`src/rtl/mlp_weight_sequencer_pkg.sv`:
```
`default_nettype none
// mlp_weight_sequencer_pkg: shared state encoding and store geometry for the MLP weight sequencer.
// Revision 1.0
package mlp_weight_sequencer_pkg;

  typedef enum logic [2:0] {
    ST_IDLE     = 3'd0,
    ST_WAIT_RDY = 3'd1,
    ST_L1_ISSUE = 3'd2,
    ST_L1_DRAIN = 3'd3,
    ST_L2_ISSUE = 3'd4,
    ST_L2_DRAIN = 3'd5,
    ST_DONE     = 3'd6
  } state_t;

  localparam int W1_ADDR_W  = 5;
  localparam int W2_ADDR_W  = 3;
  localparam int B1_ADDR_W  = 2;
  localparam int B2_ADDR_W  = 1;
  localparam int BIAS_BYTES = 8;
  localparam int BIAS_SEL_W = $clog2(BIAS_BYTES);
  localparam int W1_ROWS    = 32;
  localparam int W2_ROWS    = 8;
  localparam int B1_WORDS   = 4;
  localparam int B2_WORDS   = 2;

endpackage
`default_nettype wire

```
`src/rtl/mlp_outstanding_counter.sv`:
```
`default_nettype none
// mlp_outstanding_counter: saturating up/down count of jobs in flight, flags a decrement at zero.
// Revision 1.0
module mlp_outstanding_counter #(
  parameter int MAX = 2,
  parameter int W   = 2
) (
  input  logic         clk,
  input  logic         rst,
  input  logic         clr,
  input  logic         inc,
  input  logic         dec,
  output logic [W-1:0] count,
  output logic         underflow
);

  // A completion with nothing in flight cannot belong to any accepted job.
  assign underflow = dec && (count == '0);

  always_ff @(posedge clk or posedge rst) begin
    if (rst) begin
      count <= '0;
    end else if (clr) begin
      count <= '0;
    end else if (inc && !dec) begin
      if (count != W'(MAX)) count <= count + W'(1);
    end else if (dec && !inc) begin
      if (count != '0) count <= count - W'(1);
    end
  end

endmodule
`default_nettype wire

```
`src/rtl/mlp_weight_sequencer.sv`:
```
`default_nettype none
// mlp_weight_sequencer: walks W1/B1 then W2/B2 one neuron job per handshake, draining layer 1 first.
// Revision 1.0
module mlp_weight_sequencer
  import mlp_weight_sequencer_pkg::*;
#(
  parameter int L1_NEURONS = 32,
  parameter int L2_NEURONS = 8,
  parameter int MAX_OUTST  = 2
) (
  input  logic                  clk,
  input  logic                  rst,
  input  logic                  start,
  input  logic                  w1_ready,
  input  logic                  b1_ready,
  input  logic                  w2_ready,
  input  logic                  b2_ready,
  output logic [W1_ADDR_W-1:0]  w1_address,
  output logic [B1_ADDR_W-1:0]  b1_address,
  output logic [W2_ADDR_W-1:0]  w2_address,
  output logic [B2_ADDR_W-1:0]  b2_address,
  output logic [BIAS_SEL_W-1:0] bias_sel,
  output logic                  issue_valid,
  input  logic                  issue_ready,
  output logic                  issue_layer,
  output logic                  issue_last,
  input  logic                  neuron_done,
  output logic                  busy,
  output logic                  done,
  output logic                  err
);

  localparam int CNT_W = $clog2(MAX_OUTST + 1);
  localparam logic [W1_ADDR_W-1:0] L1_LAST = W1_ADDR_W'(L1_NEURONS - 1);
  localparam logic [W1_ADDR_W-1:0] L2_LAST = W1_ADDR_W'(L2_NEURONS - 1);

  state_t               state;
  logic [W1_ADDR_W-1:0] idx;
  logic [W1_ADDR_W-1:0] idx_nxt;
  logic [CNT_W-1:0]     outstanding;
  logic                 underflow;
  logic                 fire;
  logic                 all_ready;
  logic                 in_issue;
  logic                 in_run;
  logic                 abort;
  logic                 drained;

  assign all_ready   = w1_ready && b1_ready && w2_ready && b2_ready;
  assign in_issue    = (state == ST_L1_ISSUE) || (state == ST_L2_ISSUE);
  assign in_run      = in_issue || (state == ST_L1_DRAIN) || (state == ST_L2_DRAIN);
  assign abort       = in_run && !all_ready;
  assign issue_valid = in_issue && (outstanding < CNT_W'(MAX_OUTST));
  assign fire        = issue_valid && issue_ready;
  assign issue_last  = ((state == ST_L1_ISSUE) && (idx == L1_LAST)) ||
                       ((state == ST_L2_ISSUE) && (idx == L2_LAST));
  assign busy        = (state != ST_IDLE);
  assign done        = (state == ST_DONE);
  assign idx_nxt     = idx + W1_ADDR_W'(1);
  assign drained     = (outstanding == '0) && !neuron_done;

  mlp_outstanding_counter #(
    .MAX (MAX_OUTST),
    .W   (CNT_W)
  ) u_cnt (
    .clk       (clk),
    .rst       (rst),
    .clr       (abort),
    .inc       (fire),
    .dec       (neuron_done),
    .count     (outstanding),
    .underflow (underflow)
  );

  always_ff @(posedge clk or posedge rst) begin
    if (rst) begin
      state       <= ST_IDLE;
      idx         <= '0;
      w1_address  <= '0;
      b1_address  <= '0;
      w2_address  <= '0;
      b2_address  <= '0;
      bias_sel    <= '0;
      issue_layer <= 1'b0;
      err         <= 1'b0;
    end else begin
      if (underflow || abort) err <= 1'b1;
      // A store losing its contents invalidates the whole inference.
      if (abort) begin
        state <= ST_IDLE;
        idx   <= '0;
      end else begin
        case (state)
          ST_IDLE: if (start) state <= ST_WAIT_RDY;
          ST_WAIT_RDY: if (all_ready) begin
            state       <= ST_L1_ISSUE;
            idx         <= '0;
            w1_address  <= '0;
            b1_address  <= '0;
            bias_sel    <= '0;
            issue_layer <= 1'b0;
          end
          ST_L1_ISSUE: if (fire) begin
            if (issue_last) begin
              state <= ST_L1_DRAIN;
              idx   <= '0;
            end else begin
              idx        <= idx_nxt;
              w1_address <= idx_nxt;
              b1_address <= idx_nxt[W1_ADDR_W-1 -: B1_ADDR_W];
              bias_sel   <= idx_nxt[BIAS_SEL_W-1:0];
            end
          end
          ST_L1_DRAIN: if (drained) begin
            state       <= ST_L2_ISSUE;
            w2_address  <= '0;
            b2_address  <= '0;
            bias_sel    <= '0;
            issue_layer <= 1'b1;
          end
          ST_L2_ISSUE: if (fire) begin
            if (issue_last) begin
              state <= ST_L2_DRAIN;
              idx   <= '0;
            end else begin
              idx        <= idx_nxt;
              w2_address <= idx_nxt[W2_ADDR_W-1:0];
              bias_sel   <= idx_nxt[BIAS_SEL_W-1:0];
            end
          end
          ST_L2_DRAIN: if (drained) state <= ST_DONE;
          ST_DONE:     state <= ST_IDLE;
          default:     state <= ST_IDLE;
        endcase
      end
    end
  end

endmodule
`default_nettype wire

```
`config.mk`:
```
export PLATFORM = sky130hd
export DESIGN_NAME = mlp_weight_sequencer
export DESIGN_NICKNAME = d
export VERILOG_FILES = /design/src/rtl/mlp_weight_sequencer_pkg.sv /design/src/rtl/mlp_outstanding_counter.sv /design/src/rtl/mlp_weight_sequencer.sv
export SDC_FILE = /design/constraint.sdc
export NUM_CORES = 1
export LEC_CHECK = 0
export ABC_AREA = 1
export BUFFER_PORTS_ARGS = -buffer_cell sky130_fd_sc_hd__buf_2
export CORE_MARGIN = 3
export CORE_UTILIZATION = 25
export DETAILED_ROUTE_END_ITERATION = 6
export GPL_TIMING_DRIVEN = 0
export PLACE_DENSITY = 0.44
export REMOVE_ABC_BUFFERS = 1
export SYNTH_ARGS = -nofsm -noshare
export SYNTH_HDL_FRONTEND = slang
export SYNTH_SLANG_ARGS = --single-unit
export TNS_END_PERCENT = 100
```
`constraint.sdc`:
```
create_clock -name clk -period 2.4 [get_ports clk]
set_input_delay 0.48 -clock clk [delete_from_list [all_inputs] [get_ports clk]]
set_output_delay 0.48 -clock clk [all_outputs]
set_load 0.02 [all_outputs]
```
; ---- Word-level counts from Yosys, hierarchy flattened
; Index checks and enable logic that the tools add are counted.
; Widths: inputs -> output; s select.
[word_totals]
input_bits = 9
wordCells = 116
out_inout_bits = 20
reg_bits = 25
[classes]
eq_ne = 27
magnitude_cmp = 1
bitwise = 1
n_addsub = 3
n_reduce_logical = 39
n_mux = 36
[ops]
columns = operator, n
row1 = $mux 3, 13
row2 = $mux 5, 6
row3 = $ne 3x3->1 const B, 7
row4 = $pmux 5 s2, 2
row5 = $pmux 3 s6, 1
row6 = $mux 2, 8
row7 = $reduce_bool 3->1, 5
row8 = $logic_and 1x1->1, 12
row9 = $ne 2x2->1 const B, 6
row10 = $reduce_and 5->1, 2
row11 = $eq 3x3->1 const B, 3
row12 = $pmux 3 s3, 1
row13 = $reduce_and 8->1, 1
row14 = $reduce_bool 2->1, 4
row15 = $eq 3x2->1 const B, 2
row16 = $ne 2x1->1 const B, 3
row17 = $ne 3x2->1 const B, 2
row18 = $pmux 3 s2, 1
row19 = $reduce_and 3->1, 2
row20 = $reduce_and 6->1, 1
row21 = $add 5x1->5 const B, 1
row22 = $eq 5x3->1 const B, 1
row23 = $eq 5x5->1 const B, 1
row24 = $logic_or 1x1->1, 5
row25 = other kinds (14), 17

; ---- Logic depth before layout (Yosys ltp)
[depth]
word_depth = 9
ltp_mapped = 12
depth_no_buf = 12

; ---- Cells and area by module
; A second synthesis with hierarchy kept.
[hier_totals]
hier_cells = 241
hier_area_um2 = 1776.7
[modules_own_cells]
columns = module, area_each_um2, cells_per_inst, instances
row1 = mlp_weight_sequencer, 1596.5, 210, 1
row2 = mlp_outstanding_counter, 180.2, 31, 1

; ---- Least setup slack after synthesis
; No wires, ideal clock.
[synth_path]
kind = register -> output
startpoint = reg idx[0]
endpoint = out issue_last
path_stages_with_launch = 9
setup_slack_ns = 0.645
required_time_ns = 1.920
path_buffers = 0
arrival_time_ns = 1.275
cell_sequence = dfrtp_1 -> ha_1 -> nand2_1 -> nor2_1 -> ha_1 -> inv_1 -> nor2_2 -> nor2_4 -> inv_1
[synth_between]
elab_chain_cells = 3
word_cells_on_any_way = 5
cone_classes = eq/ne (2) / reduce/logical (3)
[synth_lines]
columns = item, line
row1 = from (decl), mlp_weight_sequencer.sv:38  ; logic [W1_ADDR_W-1:0] idx;
row2 = from (signal assigned), mlp_weight_sequencer.sv:108  ; idx <= idx_nxt;
row3 = from (signal assigned), mlp_weight_sequencer.sv:126  ; idx <= idx_nxt;
row4 = $eq 5x5->1 or $eq 5x3->1 (tied branches), "mlp_weight_sequencer.sv:55, mlp_weight_sequencer.sv:56"
row5 = "$logic_and 1x1->1, on equally long branches", "mlp_weight_sequencer.sv:55, mlp_weight_sequencer.sv:56"
row6 = $logic_or 1x1->1 (*), mlp_weight_sequencer.sv:55  ; assign issue_last = ((state == ST_L1_ISSUE) && (idx == L1_LAST)) ||
row7 = to (decl), mlp_weight_sequencer.sv:26  ; output logic issue_last,
; Mark *: on every way between the ends. The rest lies on a longest branch, timed or not.

; ---- Worst setup path after layout
; Ends and elaborated chain as after synthesis.

==> key figures <==
Status
  • Outcome: complete, no violations

Pwr
  • VDD IR max: between 0.4 and 0.5 mV
  • Clock power share: 0.117
  • Pint: approximately 0.99 mW
  • Share of power burned in registers: 0.273
  • Sw frac: 0.536
  • Gate power share: 0.611
  • P_leak: between 0.9 and 1 nW
  • Net load switching power: ~1.1 mW
  • Pwr dens: between 1000 and 1500 mW/mm^2

Floorplan
  • Chip Height: 84.5 um
  • Boundary Pins: 29
  • Core Area: between 0.005 and 0.006 sq mm
  • Full die area: between 0.007 and 0.008 sq mm
  • Die W: 84.5 um
  • Initial Util: 0.268
  • Row cnt: 27

Drt
  • Vias: 1,329
  • Number of remaining DRC errors: 0
  • Via density per instance: approximately 4.4
  • Final wirelength: about 3600 um
  • Initial DRC count: 60
  • Routed WL per cell: approximately 12 um
  • DRT Pass-1 Iters: 4
  • Detail Route Antenna Nets: 0

Layout
  • Commonest non-fill, non-tap cell in the layout: nand2_1
  • # fillers: around 650
  • Share of cells above drive strength 1: 0.289
  • Most frequent cells in the layout: nand2_1 (59), buf_2 (27), dfrtp_1 (22)
  • N_diodes: 0
  • Cell area after layout: ~0.0018 sq mm
  • Post-layout util: 0.310
  • Synth-to-layout area growth: 15.7%
  • Layout Nets: around 240

Critical path
  • Worst reg2reg path startpoint: state[1]
  • CP startpoint kind: flip-flop
  • Slowest cell delay on critical path: ~460 ps
  • WP data required: around 1900 ps
  • Worst path slowest cell: dfrtp_2
  • CP startpoint: idx[0]
  • WP buf/inv: 3
  • Critical path endpoint category: output pin
  • Crit-path leading delay family: flip-flops
  • Cell chain of the critical path: ha_1 -> nand2_1 -> nor2_1 -> ha_1 -> inv_1 -> nor2_2 -> nor2_4 -> inv_1 -> buf_2
  • Crit Path Max Fanout: 6
  • Crit path kind: reg2out
  • Arrival @ worst endpoint: ~1800 ps

Synthesis
  • Register area share after synthesis: 0.373
  • Yosys reg bits: 23
  • Mapped Cells: just over 200
  • Unique masters post-synth: 27
  • Ys Warns: 0
  • Netlist Area Pre-Place: about 0.0015 sq mm
  • Avg Synthesized Cell Area: approximately 7.6 sq um

Clock tree
  • Clk root buf: clkbuf_8
  • Clock sink total: 23
  • Clock Pin Slew Worst Setup and Hold Paths: approximately 90 ps
  • Hold Buf Count CTS: 0
  • CTS buffer count: 3
  • Clk buf depth: 2
  • Clk_lat worst skew: roughly 260 ps
  • CTS tree: built
  • H-tree levels: 1

Timing
  • Pins Over Slew Limit: 0
  • Relative slew slack: 0.382
  • Achievable Freq: 447 MHz
  • Final Skew: about 1.9 ps
  • Worst Tran Pin Value: about 930 ps
  • Final Hold Vio Count: 0
  • Final Setup Violations: 0
  • Tmin final: about 2200 ps
  • Fin crit share: 0.933
  • TNS Setup: 0 ps
  • RSZ-0062 raised after global routing: no

GRT
  • Initial antenna violation count: 0
  • First-pass GRT wire length: 6130 um
  • Vias in the first global route: between 1k and 1.5k
  • Grt total ovfl: 0
  • Total GRT Usage: 0.107
  • Largest net degree at the start of global routing: 24

Flow run
  • Max-cap violation count: 0

Place
  • Area after DPL: 0.00171 sq mm
  • Hpwl dp: roughly 2700 um
  • GP Congestion: between 0.8 and 0.9
  • Port bufs: 27

Min path
  • Worst hold path type: in2async
## per-stage QoR
step,hold WS [ps],setup WS [ps],power [mW],std cells
5_1_grt,453,23.4,2.35,304
3_5_place_dp,455,403,1.91,297
4_1_cts,440,83.0,2.17,301
3_3_place_gp,456,389,1.92,297
6_report,404,161,2.13,304
2_1_floorplan,475,645,1.61,198
## state kept, by name, summed over array words and instances, names as in the netlist
register,flops
w1_address,5
idx,5
bias_sel,3
u_cnt.count,2
err,1
w2_address,3
issue_layer,1
state,3
## worst register-to-register path: cells and delay by family, from the launching register on
family,cells,cell delay [ps]
DFF,1,580
and+or+nand+nor,5,700
AOI/OAI and AO/OA,2,550
## layer usage
| layer | global-route usage | wire length [um] |
|---|---|---|
| met2 | 0.166 | 1610 |
| met1 | 0.147 | 1800 |
| met3 | 0.0226 | 132 |
| met5 | 0 | 0 |
| met4 | 0.0345 | 47 |
## kinds of logic (layout without fill, tap and decap cells)
| kind of cell | count (synthesis) | count (layout) | synth area share |
|---|---|---|---|
| AND/OR/NAND/NOR | 133 | 133 | 0.452 |
| buffers and inverters | 27 | 55 | 0.0852 |
| flip-flops | 23 | 23 | 0.373 |
| AO/OA/AOI/OAI | 16 | 16 | 0.0592 |
| adder cells (fa/ha/maj) | 2 | 2 | 0.0162 |
| XOR/XNOR | 2 | 2 | 0.0114 |
| other | 1 | 1 | 0.00243 |
## final timing paths
path                            endpoint  slack (ps)  cells after the start
min in group clk                     err         440                      3
min reg2reg                  bias_sel[0]         470                      2
max in group asynchronous         idx[0]        1370                      2
min                        w1_address[2]         400                      2
max                           issue_last         160                      9
max reg2reg                       idx[4]         460                      7
## synth_stat cells (all sizes together)
master   n  area share
nand2   70        0.20
nor2    30        0.11
dfrtp   23        0.37
nand3   22       0.094
inv     21       0.051
o21ai   12       0.044
nand4    9       0.041
buf      6       0.034
a21oi    4       0.015
ha       2       0.016
conb     1      0.0024
nand3b   1      0.0049
or2      1      0.0041
xnor2    1      0.0057
xor2     1      0.0057
## final cells by class
class,instances,area [sq um],area share
clock buffer,4,45.0,0.0253
inverter,21,78.8,0.0442
multi-input combinational,154,835,0.468
sequential,23,577,0.324
tap,72,90.1,0.0505
timing repair buffer,30,158,0.0884
## power groups by stage
stage | clock [mW] | combinational [mW] | sequential, mW
detailed placement | 0 | 1.32 | 0.588
global placement | 0 | 1.33 | 0.588
CTS | 0.264 | 1.33 | 0.581
global route | 0.282 | 1.47 | 0.598
floorplan | 0 | 0.980 | 0.628
finish | 0.249 | 1.30 | 0.582
## repair_timing
| item | 4_1_cts | 5_1_grt |
|---|---|---|
| buffers inserted | 0 | 3 |
| setup endpoints to repair | 0 | 1 |
| resized for setup | 0 | 1 |
Power figures use the tool's default switching activity.
